===== src/rtl/mips_cpu_mult_div.sv =====
// Iterative 32-bit multiply/divide unit holding the architectural HI/LO registers.
// Services MULT/MULTU/DIV/DIVU in 33 clocks and MTHI/MTLO in one.
module mips_cpu_mult_div (
  input  logic        clk,
  input  logic        reset,
  input  logic        start,
  input  logic [5:0]  funct,
  input  logic [31:0] rs_content,
  input  logic [31:0] rt_content,
  output logic        busy,
  output logic        done,
  output logic [31:0] hi,
  output logic [31:0] lo
);

  localparam int unsigned W     = 32;
  localparam int unsigned CNT_W = 6;

  localparam logic [5:0] F_MTHI  = 6'h11;
  localparam logic [5:0] F_MTLO  = 6'h13;
  localparam logic [5:0] F_MULT  = 6'h18;
  localparam logic [5:0] F_MULTU = 6'h19;
  localparam logic [5:0] F_DIV   = 6'h1A;
  localparam logic [5:0] F_DIVU  = 6'h1B;

  localparam logic [CNT_W-1:0] ITER_LAST = CNT_W'(W - 1);

  typedef enum logic [1:0] {S_IDLE, S_RUN, S_FIXUP} state_t;

  state_t state, state_nxt;

  logic [CNT_W-1:0] cnt, cnt_d;
  logic             op_mul, op_mul_d;
  logic             op_signed, op_signed_d;
  logic [W-1:0]     a_raw, a_raw_d;
  logic [W-1:0]     b_raw, b_raw_d;
  logic [W-1:0]     m, m_d;
  logic [2*W-1:0]   acc, acc_d;
  logic [W-1:0]     hi_d, lo_d;
  logic             busy_d, done_d;

  // Operand decode and magnitudes
  logic         is_mul, is_div, is_signed;
  logic [W-1:0] rs_mag, rt_mag;

  assign is_mul    = (funct == F_MULT) || (funct == F_MULTU);
  assign is_div    = (funct == F_DIV)  || (funct == F_DIVU);
  assign is_signed = (funct == F_MULT) || (funct == F_DIV);
  assign rs_mag    = (is_signed && rs_content[W-1]) ? W'(-rs_content) : rs_content;
  assign rt_mag    = (is_signed && rt_content[W-1]) ? W'(-rt_content) : rt_content;

  // One shift-add multiply step and one restoring divide step on acc
  logic [W:0]     add_sum, rem_sh, rem_diff;
  logic           q_bit;
  logic [2*W-1:0] mul_step, div_step;

  assign add_sum  = {1'b0, acc[2*W-1:W]} + {1'b0, (acc[0] ? m : W'(0))};
  assign mul_step = {add_sum, acc[W-1:1]};
  assign rem_sh   = {acc[2*W-1:W], acc[W-1]};
  assign rem_diff = rem_sh - {1'b0, m};
  assign q_bit    = (rem_sh >= {1'b0, m});
  assign div_step = q_bit ? {rem_diff[W-1:0], acc[W-2:0], 1'b1}
                          : {rem_sh[W-1:0],   acc[W-2:0], 1'b0};

  // Sign correction applied in FIXUP
  logic           neg_res, neg_rem;
  logic [2*W-1:0] prod_fix;
  logic [W-1:0]   quo_fix, rem_fix;

  assign neg_res  = op_signed && (a_raw[W-1] ^ b_raw[W-1]);
  assign neg_rem  = op_signed && a_raw[W-1];
  assign prod_fix = neg_res ? (2*W)'(-acc) : acc;
  assign quo_fix  = neg_res ? W'(-acc[W-1:0]) : acc[W-1:0];
  assign rem_fix  = neg_rem ? W'(-acc[2*W-1:W]) : acc[2*W-1:W];

  always_ff @(posedge clk) begin
    if (reset) state <= S_IDLE;
    else       state <= state_nxt;
  end

  always_comb begin
    state_nxt = state;
    case (state)
      S_IDLE:  if (start && (is_mul || is_div)) state_nxt = S_RUN;
      S_RUN:   if (cnt == ITER_LAST) state_nxt = S_FIXUP;
      S_FIXUP: state_nxt = S_IDLE;
      default: state_nxt = S_IDLE;
    endcase
  end

  always_comb begin
    cnt_d       = cnt;
    op_mul_d    = op_mul;
    op_signed_d = op_signed;
    a_raw_d     = a_raw;
    b_raw_d     = b_raw;
    m_d         = m;
    acc_d       = acc;
    hi_d        = hi;
    lo_d        = lo;
    done_d      = 1'b0;
    busy_d      = (state_nxt != S_IDLE);
    case (state)
      S_IDLE: begin
        if (start && (is_mul || is_div)) begin
          cnt_d       = '0;
          op_mul_d    = is_mul;
          op_signed_d = is_signed;
          a_raw_d     = rs_content;
          b_raw_d     = rt_content;
          m_d         = is_mul ? rs_mag : rt_mag;
          acc_d       = {W'(0), (is_mul ? rt_mag : rs_mag)};
        end else if (start && (funct == F_MTHI)) begin
          hi_d   = rs_content;
          done_d = 1'b1;
        end else if (start && (funct == F_MTLO)) begin
          lo_d   = rs_content;
          done_d = 1'b1;
        end
      end
      S_RUN: begin
        acc_d = op_mul ? mul_step : div_step;
        cnt_d = CNT_W'(cnt + 1'b1);
      end
      S_FIXUP: begin
        done_d = 1'b1;
        if (op_mul) begin
          hi_d = prod_fix[2*W-1:W];
          lo_d = prod_fix[W-1:0];
        end else if (b_raw == '0) begin
          // Divide by zero returns the dividend in HI and all ones in LO
          hi_d = a_raw;
          lo_d = '1;
        end else begin
          hi_d = rem_fix;
          lo_d = quo_fix;
        end
      end
      default: ;
    endcase
  end

  always_ff @(posedge clk) begin
    if (reset) begin
      cnt       <= '0;
      op_mul    <= 1'b0;
      op_signed <= 1'b0;
      a_raw     <= '0;
      b_raw     <= '0;
      m         <= '0;
      acc       <= '0;
      hi        <= '0;
      lo        <= '0;
      busy      <= 1'b0;
      done      <= 1'b0;
    end else begin
      cnt       <= cnt_d;
      op_mul    <= op_mul_d;
      op_signed <= op_signed_d;
      a_raw     <= a_raw_d;
      b_raw     <= b_raw_d;
      m         <= m_d;
      acc       <= acc_d;
      hi        <= hi_d;
      lo        <= lo_d;
      busy      <= busy_d;
      done      <= done_d;
    end
  end

endmodule


===== config.mk =====
export PLATFORM = sky130hd
export DESIGN_NAME = mips_cpu_mult_div
export DESIGN_NICKNAME = d
export VERILOG_FILES = /design/src/rtl/mips_cpu_mult_div.sv
export SDC_FILE = /design/constraint.sdc
export NUM_CORES = 1
export LEC_CHECK = 0
export BUFFER_PORTS_ARGS = -buffer_cell sky130_fd_sc_hd__buf_2
export CORE_ASPECT_RATIO = 1.5
export CORE_MARGIN = 3
export CORE_UTILIZATION = 55
export DETAILED_ROUTE_END_ITERATION = 8
export PLACE_DENSITY = 0.75
export SLEW_MARGIN = 20
export SYNTH_ARGS = -nofsm -noshare
export SYNTH_HDL_FRONTEND = slang
export SYNTH_SLANG_ARGS = --single-unit

===== constraint.sdc =====
create_clock -name clk -period 10.2 [get_ports clk]
set_input_delay 2.04 -clock clk [delete_from_list [all_inputs] [get_ports clk]]
set_output_delay 2.04 -clock clk [all_outputs]
set_load 0.1 [all_outputs]

==> flow_metrics.env, run 1 <==
export IMPL_status="finished clean"
export IMPL_drc_errors=0
export IMPL_dieArea_sq_um=34440
export IMPL_antenna_found_initial=1
export IMPL_hold_end="m[10]$_SDFFE_PP0P_"
export IMPL_placed_cells_incl_taps=2844
export IMPL_cts_resized=0
export IMPL_htree_levels=1
export IMPL_synth_nets=2622
export IMPL_coreArea_sq_um=31430
export IMPL_synth_flop_cell="dfxtp_1"
export IMPL_drt_iter0_drc=1855
export IMPL_fin_setup_tns_ns=0
export IMPL_required_ns=10.66
export IMPL_clock_sinks=236
export IMPL_start_kind="input port"
export IMPL_grt_pass1_vias=17970
export IMPL_peakVddDrop_v=0.0001578
export IMPL_drtAntennaViolNets=0
export IMPL_io_buffers=138
export IMPL_start_util=0.5635
export IMPL_synth_edf_count=0
export IMPL_power_leakage_nw=7.487
export IMPL_ys_seq_elements=236
export IMPL_yosysSeqAreaShare=0.2667
export IMPL_wl_per_cell_um=24.00
export IMPL_grt_pass1_wl_um=103500
export IMPL_multiInputGateArea_sq_um=12050
export IMPL_final_hold_viol_count=0
export IMPL_rsz0062_at_grt="false"
export IMPL_final_cell_count_no_fill=2889
export IMPL_cts_tree="built"
export IMPL_r2r_start="acc[51]$_SDFFE_PP0P_"
export IMPL_path_max_fanout=19
export IMPL_hold_depth=2
export IMPL_synth_cells=2478
export IMPL_end_kind="register"
export IMPL_fmax_mhz=214.5
export IMPL_syn_area_per_cell_sq_um=7.148
export IMPL_grt_use_total=0.3791
export IMPL_num_nets_final=2610
export IMPL_power_density_nw_per_um2=139.5
export IMPL_root_buffer="clkbuf_16"
export IMPL_area_growth_pct=8.908
export IMPL_dr_total_vias=19220
export IMPL_worstSkewPairLatency_ns=0.55
export IMPL_row_count=79
export IMPL_finClkSkew_ns=0.02810
export IMPL_grt_start_max_net_pins=103
export IMPL_crit_type="input port to register"
export IMPL_syn_area_sq_um=17710
export IMPL_die_x_um=152.5
export IMPL_die_y_um=225.8
export IMPL_diodes=0
export IMPL_period_minus_slack_ns=4.662
export IMPL_crit_slowest_cell="and2_1"
export IMPL_pin_count=139
export IMPL_worstPathArrival_ns=5.12
export IMPL_regToRegSetupSlack_ns=5.89
export IMPL_seq_area_sq_um=4728
export IMPL_routed_wl_um=69330
export IMPL_holdBufCountCts=0
export IMPL_cap_violations=0
export IMPL_maxSlewViolCount=0
export IMPL_tightestPinTransition_ns=1.149
export IMPL_holdCritPathClass="register to register"
export IMPL_crit_chain="buf_2 -> nand4bb_1 -> nor2_1 -> and2_1 -> o31ai_1 -> xnor2_1 -> nor2_1 -> a21oi_1 -> a21oi_1 -> a211oi_1"
export IMPL_drive_gt1_frac=0.09823
export IMPL_synth_async_sr_flop_share=0
export IMPL_min_from="m[10]$_SDFFE_PP0P_"
export IMPL_finalCritPeriodShare=0.4571
export IMPL_cts_buffer_depth=3
export IMPL_r2r_end="acc[37]$_SDFFE_PP0P_"
export IMPL_synthDistinctLibCells=79
export IMPL_fill_cells=2958
export IMPL_postCtsSetupBuffers=0
export IMPL_grt_ovfl_total=0
export IMPL_yosys_warnings=0
export IMPL_setup_viol_count_final=0
export IMPL_vias_per_cell=6.651
export IMPL_cts_buffers=25
export IMPL_maxSlewHeadroom=0.2282
export IMPL_dp_hpwl_um=50610
export IMPL_place_gp_congestion=1.003
export IMPL_r2r_cells=11
export IMPL_clkTransAtPathRegs_ns=0.07
export IMPL_critical_path_max_stage_delay_ns=0.64
export IMPL_firstDrtPassIters=7
## worst max-delay path by stage
stage | startpoint | end | depth (start not counted)
finish | funct[5] | acc[15]$_SDFFE_PP0P_ | 10
global route | funct[5] | acc[15]$_SDFFE_PP0P_ | 10
CTS | funct[5] | acc[12]$_SDFFE_PP0P_ | 10
detailed placement | funct[5] | acc[12]$_SDFFE_PP0P_ | 10
global placement | funct[5] | acc[15]$_SDFFE_PP0P_ | 10
floorplan | rs_content[18] | acc[27]$_SDFFE_PP0P_ | 10
## state kept, by name, summed over array words and instances (netlist names)
signal	cells
busy	1
done	1
cnt	6
b_raw	32
hi	32
state	2
op_signed	1
a_raw	32
op_mul	1
lo	32
acc	64
m	32
## per-layer routing
| layer | vias up | track usage | routed length, um |
|---|---|---|---|
| met5 | - | 0 | 0 |
| met4 | 0 | 0.2844 | 6259 |
| met3 | 286 | 0.04525 | 5132 |
| met2 | 980 | 0.6449 | 32890 |
| met1 | 9079 | 0.4374 | 25040 |
| li1 | 8871 | - | - |
## cells by family (layout without fill, tap and decap cells)
kind of cell               count (synthesis)  count (layout)  share of synthesized area
xor gates and xnor gates                 191             191                    0.09445
adders and majority gates                 71              71                    0.05100
and+or+nand+nor                          894             894                     0.2278
muxes                                     48              48                    0.02734
buffers and inverters                    259             265                    0.05602
AOI/OAI and AO/OA                        779             779                     0.2766
DFF                                      236             236                     0.2667
## cells in the mapped netlist, types with 19 or more instances
| cell type | count | area, sq um |
|---|---|---|
| nor3_1 | 60 | 300.3 |
| a21o_1 | 24 | 180.2 |
| ha_1 | 69 | 863.3 |
| a21oi_1 | 296 | 1481 |
| dfxtp_1 | 236 | 4725 |
| nand4_1 | 19 | 118.9 |
| xnor2_1 | 100 | 875.8 |
| xor2_1 | 91 | 797.0 |
| or3_1 | 26 | 162.7 |
| nor2_1 | 250 | 938.4 |
| a211oi_1 | 39 | 292.8 |
| a22oi_1 | 57 | 427.9 |
| clkbuf_1 | 186 | 698.2 |
| o21ai_0 | 145 | 725.7 |
| mux2i_1 | 45 | 450.4 |
| nand2_1 | 365 | 1370 |
| o22ai_1 | 26 | 162.7 |
| o211ai_1 | 20 | 150.1 |
| a31oi_1 | 22 | 137.6 |
| inv_1 | 52 | 195.2 |
| nor4_1 | 21 | 131.4 |
| nand3_1 | 55 | 275.3 |
## stage by stage
stage / area (sq um) / total power [mW] / worst slack [ns] / util / hold WS [ns]
2_1_floorplan: 17710 / 1.455 / 5.666 / - / 0.4319
3_3_place_gp: 18410 / 1.672 / 5.062 / 0.5855 / 0.4418
3_5_place_dp: 18410 / 1.678 / 5.044 / 0.5855 / 0.4457
4_1_cts: 19280 / 2.671 / 5.608 / 0.6135 / 0.4530
5_1_grt: 19290 / 2.773 / 5.367 / 0.6137 / 0.4657
6_report: 19290 / 2.690 / 5.538 / 0.6137 / 0.4507
## power breakdown
group	leakage, nW	switching (mW)	total [mW]	internal, mW
logic	5.14	0.487	0.715	0.227
registers	1.91	0.0287	0.969	0.940
clock network	0.435	0.409	1.01	0.598
## cell usage in the layout, fill, tap and decap left out, types with 14 or more instances in the layout
cell type	synthesis	routed
nor4_1	21	21
nand2_1	365	364
nand4_1	19	19
o211ai_1	20	20
or4_1	14	14
o22ai_1	26	26
nand2b_1	16	15
nor2_1	250	244
a311oi_1	18	18
nor3_1	60	59
xor2_1	91	91
buf_2	6	137
inv_1	52	52
o21ai_0	145	145
dfxtp_1	236	235
ha_1	69	69
nand3_1	55	55
or3_1	26	26
buf_4	1	29
o31ai_1	17	17
and3_1	15	14
a31oi_1	22	22
clkbuf_16	0	25
a21oi_1	296	295
mux2i_1	45	45
a21o_1	24	24
and2_1	16	16
xnor2_1	100	100
a211oi_1	39	39
a22oi_1	57	57
## final cells by class
type	count	share of cell area
clock inverters	14	0.01044
clock buffers	31	0.03516
well taps	405	0.02627
flip-flops and latches	236	0.2451
repair buffers	168	0.04800
inverters	52	0.01012
multi-input cells	1983	0.6249
## critical path, delay by kind of cell
kind	cells	cell delay (ns)
xor gates and xnor gates	1	0.48
buffers and inverters	1	0.10
and+or+nand+nor	4	1.47
AOI/OAI and AO/OA	4	1.02
Power figures use the tool's default switching activity.
==> inputs of run 2 (changes only) <==
clock period = 4.46 ns   (was 10.2 ns; I/O delays follow)
==> run 2 against run 1 <==
  * Sequential share of layout area decreased by 0.33 points
  * Sequential power increased by 130%
  * Utilization increased by 0.83 points
  * First-iteration DRC count increased by 16%
  * Clock skew increased by 0.0041 ns
  * Combinational power increased by 140%
==> flow_metrics.env, run 2 (synthesis results as in run 1) <==
export IMPL_setup_ws_ns=0.7022
export IMPL_drc_errors=0
export IMPL_start_kind="register"
export IMPL_hold_end="m[25]$_SDFFE_PP0P_"
export IMPL_final_hold_viol_count=0
export IMPL_grt_pass1_vias=18840
export IMPL_start_util=0.5635
export IMPL_die_x_um=152.5
export IMPL_maxSlewViolCount=0
export IMPL_status="finished clean"
export IMPL_mostFrequentLayoutCells="nand2_1, a21oi_1, nor2_1, dfxtp_1, o21ai_0"
export IMPL_drive_gt1_frac=0.1115
export IMPL_largest_reg_flops=64
export IMPL_r2r_cells=13
export IMPL_place_gp_congestion=1.013
export IMPL_crit_type="register to register"
export IMPL_critical_path_buf_inv_count=2
export IMPL_setup_viol_count_final=0
export IMPL_r2r_start="acc[0]$_SDFFE_PP0P_"
export IMPL_dp_hpwl_um=54060
export IMPL_crit_chain="inv_1 -> buf_4 -> nor2_1 -> ha_1 -> o211ai_1 -> a21oi_1 -> o41a_1 -> o21ai_0 -> o41ai_1 -> a31oi_1 -> xor2_1 -> nand2_1 -> a32o_1"
export IMPL_routed_wl_um=72520
export IMPL_drtAntennaViolNets=0
export IMPL_cap_violations=0
export IMPL_wl_per_cell_um=24.78
export IMPL_clkTransAtPathRegs_ns=0.07
export IMPL_fmax_mhz=266.1
export IMPL_period_minus_slack_ns=3.758
export IMPL_pin_count=139
export IMPL_critical_path_max_stage_delay_ns=0.56
export IMPL_root_buffer="clkbuf_16"
export IMPL_cts_buffer_depth=3
export IMPL_num_nets_final=2647
export IMPL_fin_setup_tns_ns=0
export IMPL_top_register="acc"
export IMPL_antenna_found_initial=1
export IMPL_tightestPinTransition_ns=0.9778
export IMPL_power_density_nw_per_um2=314.9
export IMPL_layout_commonest_cell="nand2_1"
export IMPL_firstDrtPassIters=6
export IMPL_coreArea_sq_um=31430
export IMPL_rsz0062_at_grt="false"
export IMPL_path_max_fanout=31
export IMPL_grt_start_max_net_pins=84
export IMPL_row_count=79
export IMPL_peakVddDrop_v=0.0003056
export IMPL_multiInputGateArea_sq_um=12050
export IMPL_finalCritPeriodShare=0.8426
export IMPL_area_growth_pct=10.38
export IMPL_fill_cells=2981
export IMPL_worstSkewPairLatency_ns=0.57
export IMPL_regToRegSetupSlack_ns=0.70
export IMPL_placed_cells_incl_taps=2881
export IMPL_io_buffers=138
export IMPL_clock_sinks=236
export IMPL_grt_ovfl_total=0
export IMPL_holdBufCountCts=0
export IMPL_end_kind="register"
export IMPL_grt_pass1_wl_um=108000
export IMPL_final_cell_count_no_fill=2927
export IMPL_min_from="m[25]$_SDFFE_PP0P_"
export IMPL_place_ws_ns=0.6689
export IMPL_grt_use_total=0.3987
export IMPL_drt_iter0_drc=2158
export IMPL_worstPathArrival_ns=4.20
export IMPL_maxSlewHeadroom=0.3482
export IMPL_cts_tree="built"
export IMPL_path_depth=13
export IMPL_vias_per_cell=6.721
export IMPL_required_ns=4.90
export IMPL_cts_buffers=25
export IMPL_power_leakage_nw=7.671
export IMPL_seq_area_sq_um=4728
export IMPL_dieArea_sq_um=34440
export IMPL_crit_slowest_cell="dfxtp_1"
export IMPL_finClkSkew_ns=0.03222
export IMPL_hold_depth=2
export IMPL_r2r_end="acc[55]$_SDFFE_PP0P_"
export IMPL_holdCritPathClass="register to register"
export IMPL_dr_total_vias=19670
export IMPL_cp_top_family="compound AO/OA/AOI/OAI gates"
export IMPL_die_y_um=225.8
export IMPL_cts_resized=0
export IMPL_postCtsSetupBuffers=0
export IMPL_htree_levels=1
## run 2: cell type report
cell class                 count  share of cell area
multi-input combinational   1983              0.6165
sequential                   236              0.2419
timing repair buffer         205             0.06138
clock buffer                  33             0.03712
tap                          405             0.02592
inverter                      52            0.009984
clock inverter                11            0.006976
antenna                        2           0.0002560
## run 2: per-stage QoR
| step | util | power [mW] | hold slack (ns) | cell area (sq um) |
|---|---|---|---|---|
| final | 0.6220 | 6.156 | 0.4505 | 19550 |
| after global routing | 0.6219 | 6.351 | 0.4720 | 19550 |
| after CTS | 0.6218 | 6.106 | 0.4537 | 19550 |
| after detailed placement | 0.5944 | 3.894 | 0.4457 | 18680 |
| after global placement | 0.5944 | 3.877 | 0.4388 | 18680 |
| after floorplan | - | 3.327 | 0.4319 | 17710 |
## run 2: layer usage
layer	track usage	part of all wire	up-vias
met5	0	0	-
met4	0.3305	0.10	0
met3	0.05943	0.082	374
met2	0.6789	0.48	1075
met1	0.4393	0.34	9290
li1	-	-	8934
## run 2: worst max path at each step
stage	startpoint	to	slack [ns]
after CTS	acc[0]$_SDFFE_PP0P_	acc[55]$_SDFFE_PP0P_	0.79
after floorplan	rs_content[18]	acc[27]$_SDFFE_PP0P_	1.07
after detailed placement	rs_content[18]	m[29]$_SDFFE_PP0P_	0.67
final	acc[0]$_SDFFE_PP0P_	acc[55]$_SDFFE_PP0P_	0.70
after global placement	rs_content[18]	m[29]$_SDFFE_PP0P_	0.65
after global routing	acc[0]$_SDFFE_PP0P_	acc[51]$_SDFFE_PP0P_	0.52
## run 2: worst reg2reg max path, cell delays in order (launching register included)
cell and delay, ns:
dfxtp_1 0.56, inv_1 0.12, buf_4 0.28, nor2_1 0.19, ha_1 0.29, o211ai_1 0.19
a21oi_1 0.10, o41a_1 0.46, o21ai_0 0.47, o41ai_1 0.18, a31oi_1 0.24, xor2_1 0.20
nand2_1 0.07, a32o_1 0.29
## run 2: where the power goes
| part | internal [mW] | switching, mW | total [mW] |
|---|---|---|---|
| clock | 1.31 | 0.932 | 2.24 |
| combinational | 0.553 | 1.15 | 1.71 |
| sequential | 2.15 | 0.0543 | 2.21 |
| total | 4.02 | 2.14 | 6.16 |
==> inputs of run 3 (changes only) <==
ABC_AREA = 1   (was default)
PLACE_DENSITY = 0.77   (was 0.75)
clock period = 3.3 ns   (was 4.46 ns; I/O delays follow)
==> run 3 against run 2 <==
  * Non-clock buffer count increased by 30
  * Highest routed layer is now met5
  * Critical endpoint is now acc[47]$_SDFFE_PP0P_
  * Cell count grew 52%
  * Setup slack worse by 0.53 ns
  * Critical path type unchanged
==> flow_metrics.env, run 3 <==
export IMPL_dieArea_sq_um=41950
export IMPL_top_register="acc"
export IMPL_period_minus_slack_ns=3.126
export IMPL_worstPathArrival_ns=3.58
export IMPL_dr_total_vias=26680
export IMPL_yosysMostFrequentCell="nand2_1"
export IMPL_end_kind="register"
export IMPL_layout_commonest_cell="nand2_1"
export IMPL_peakVddDrop_v=0.0006643
export IMPL_holdCritPathClass="input port to register"
export IMPL_fin_setup_tns_ns=0
export IMPL_die_x_um=168.2
export IMPL_start_kind="register"
export IMPL_synth_cells=3845
export IMPL_cts_buffers=26
export IMPL_antenna_found_initial=4
export IMPL_grt_start_max_net_pins=79
export IMPL_maxSlewViolCount=0
export IMPL_synth_edf_count=0
export IMPL_cpMostUsedCell="nand2_1"
export IMPL_critical_path_max_stage_delay_ns=0.41
export IMPL_routed_wl_um=102300
export IMPL_regToRegSetupSlack_ns=0.17
export IMPL_start_util=0.5603
export IMPL_pin_count=139
export IMPL_final_hold_viol_count=0
export IMPL_yosys_area_top_type="dfxtp_1"
export IMPL_coreArea_sq_um=38760
export IMPL_critical_path_buf_inv_count=2
export IMPL_htree_levels=1
export IMPL_placed_cell_area_sq_um=23110
export IMPL_row_count=88
export IMPL_cts_resized=0
export IMPL_drt_iter0_drc=3472
export IMPL_power_density_nw_per_um2=396.9
export IMPL_synth_async_sr_flop_share=0
export IMPL_finClkSkew_ns=0.02057
export IMPL_largest_reg_flops=64
export IMPL_synth_nets=3989
export IMPL_drtAntennaViolNets=0
export IMPL_finalCritPeriodShare=0.9472
export IMPL_mostFrequentLayoutCells="nand2_1, inv_1, nor2_1, nand3_1, o21ai_0"
export IMPL_grt_pass1_vias=24260
export IMPL_synth_area_leaders="dfxtp_1, nand2_1, inv_1, nand3_1, nor2_1"
export IMPL_cts_tree="built"
export IMPL_maxSlewHeadroom=0.2889
export IMPL_fmax_mhz=319.9
export IMPL_cap_violations=0
export IMPL_setup_viol_count_final=0
export IMPL_synth_top_area_share=0.2176
export IMPL_yosysSeqAreaShare=0.2176
export IMPL_stdcell_area_sq_um=24000
export IMPL_rsz0062_at_grt="false"
export IMPL_drc_errors=0
export IMPL_ys_seq_elements=236
export IMPL_power_leakage_nw=12.47
export IMPL_die_y_um=249.4
export IMPL_cts_buffer_depth=3
export IMPL_firstDrtPassIters=6
export IMPL_syn_area_per_cell_sq_um=5.648
export IMPL_crit_slowest_cell="buf_4"
export IMPL_grt_pass1_wl_um=148800
export IMPL_cp_top_family="simple AND/OR/NAND/NOR gates"
export IMPL_required_ns=3.75
export IMPL_root_buffer="clkbuf_16"
export IMPL_crit_type="register to register"
export IMPL_clkTransAtPathRegs_ns=0.06
export IMPL_clock_sinks=236
export IMPL_crit_chain="buf_4 -> nand2_1 -> inv_1 -> ha_1 -> a21oi_1 -> nor2_1 -> nor2_1 -> nand3_1 -> nand2_1 -> nand2_1 -> or2_2 -> nand3_1 -> nand3_1 -> nand2_1 -> nand2_1"
export IMPL_dp_hpwl_um=80740
export IMPL_postCtsSetupBuffers=0
export IMPL_status="finished clean"
export IMPL_place_gp_congestion=1.183
export IMPL_worstSkewPairLatency_ns=0.57
export IMPL_synth_flop_cell="dfxtp_1"
export IMPL_num_nets_final=4088
export IMPL_power_total_mw=9.525
export IMPL_holdBufCountCts=0
export IMPL_utilization=0.6192
export IMPL_yosys_warnings=0
export IMPL_vias_per_cell=5.980
export IMPL_grt_use_total=0.4638
export IMPL_syn_area_sq_um=21720
export IMPL_tightestPinTransition_ns=1.067
export IMPL_wl_per_cell_um=22.92
export IMPL_synthDistinctLibCells=57
export IMPL_grt_ovfl_total=0
export IMPL_synthTopCellsByCount="nand2_1, inv_1, nor2_1"
export IMPL_drive_gt1_frac=0.1024
export IMPL_io_buffers=138
export IMPL_area_growth_pct=10.50
export IMPL_path_max_fanout=30
## run 3: cell count changes after synthesis, moves of 90 or more
cell	delta
nand2_1	+800
inv_1	+463
clkbuf_1	-93
xnor2_1	-90
o21ai_0	+114
nor2_1	+120
nand3_1	+282
## run 3: where the power goes
part	internal (mW)	switching [mW]
clock network	1.72	1.35
registers	2.92	0.0689
logic	0.920	2.55
## run 3: worst paths after layout
path | startpoint | to | cells past startpoint
hold reg to reg | a_raw[19]$_SDFFE_PP0P_ | a_raw[19]$_SDFFE_PP0P_ | 2
setup reg to reg | acc[0]$_SDFFE_PP0P_ | acc[47]$_SDFFE_PP0P_ | 15
setup / recovery | acc[0]$_SDFFE_PP0P_ | acc[47]$_SDFFE_PP0P_ | 15
hold / removal | funct[0] | op_signed$_SDFFE_PP0P_ | 2
## run 3: cells by family after synthesis
group	Yosys count	synth area share
and+or+nand+nor	2085	0.4113
adders and majority gates	71	0.04160
AOI/OAI and AO/OA	658	0.1657
buffers and inverters	703	0.1268
xor gates and xnor gates	92	0.03711
DFF	236	0.2176
## run 3: metal layers
layer | part of all wire | up-vias | track usage | wire length, um
met1 | 0.34 | 11940 | 0.5101 | 34770
met4 | 0.12 | 2 | 0.4218 | 12160
met3 | 0.098 | 549 | 0.09906 | 10050
li1 | - | 12510 | - | -
met5 | 0.00013 | - | 0 | 13
met2 | 0.44 | 1679 | 0.7407 | 45270
## run 3: area by class of cell
cell class	instances	area, sq um
Inverter	539	2026
Fill cell	4059	14760
Tap cell	495	619.3
Antenna cell	3	7.507
Clock buffer	35	767.0
Timing Repair Buffer	235	1484
Clock inverter	13	111.4
Sequential cell	236	4728
Multi-Input combinational cell	2906	14250
## run 3: metrics by stage
step	worst slack (ns)	std cells	hold WS (ns)
final	0.1741	4462	0.2942
after global routing	0.003159	4459	0.3131
after CTS	0.3532	4459	0.2918
after detailed placement	0.3472	4411	0.4442
after global placement	0.3451	4411	0.4396
after floorplan	0.7910	3845	0.4297
## run 3: worst register-to-register path: cells and delay by family, from the launching register on
kind	cells	cell delay (ns)
buffers and inverters	2	0.57
AND/OR/NAND/NOR	11	1.51
AO/OA/AOI/OAI	1	0.24
flip-flops	1	0.39
adder cells (fa/ha/maj)	1	0.29
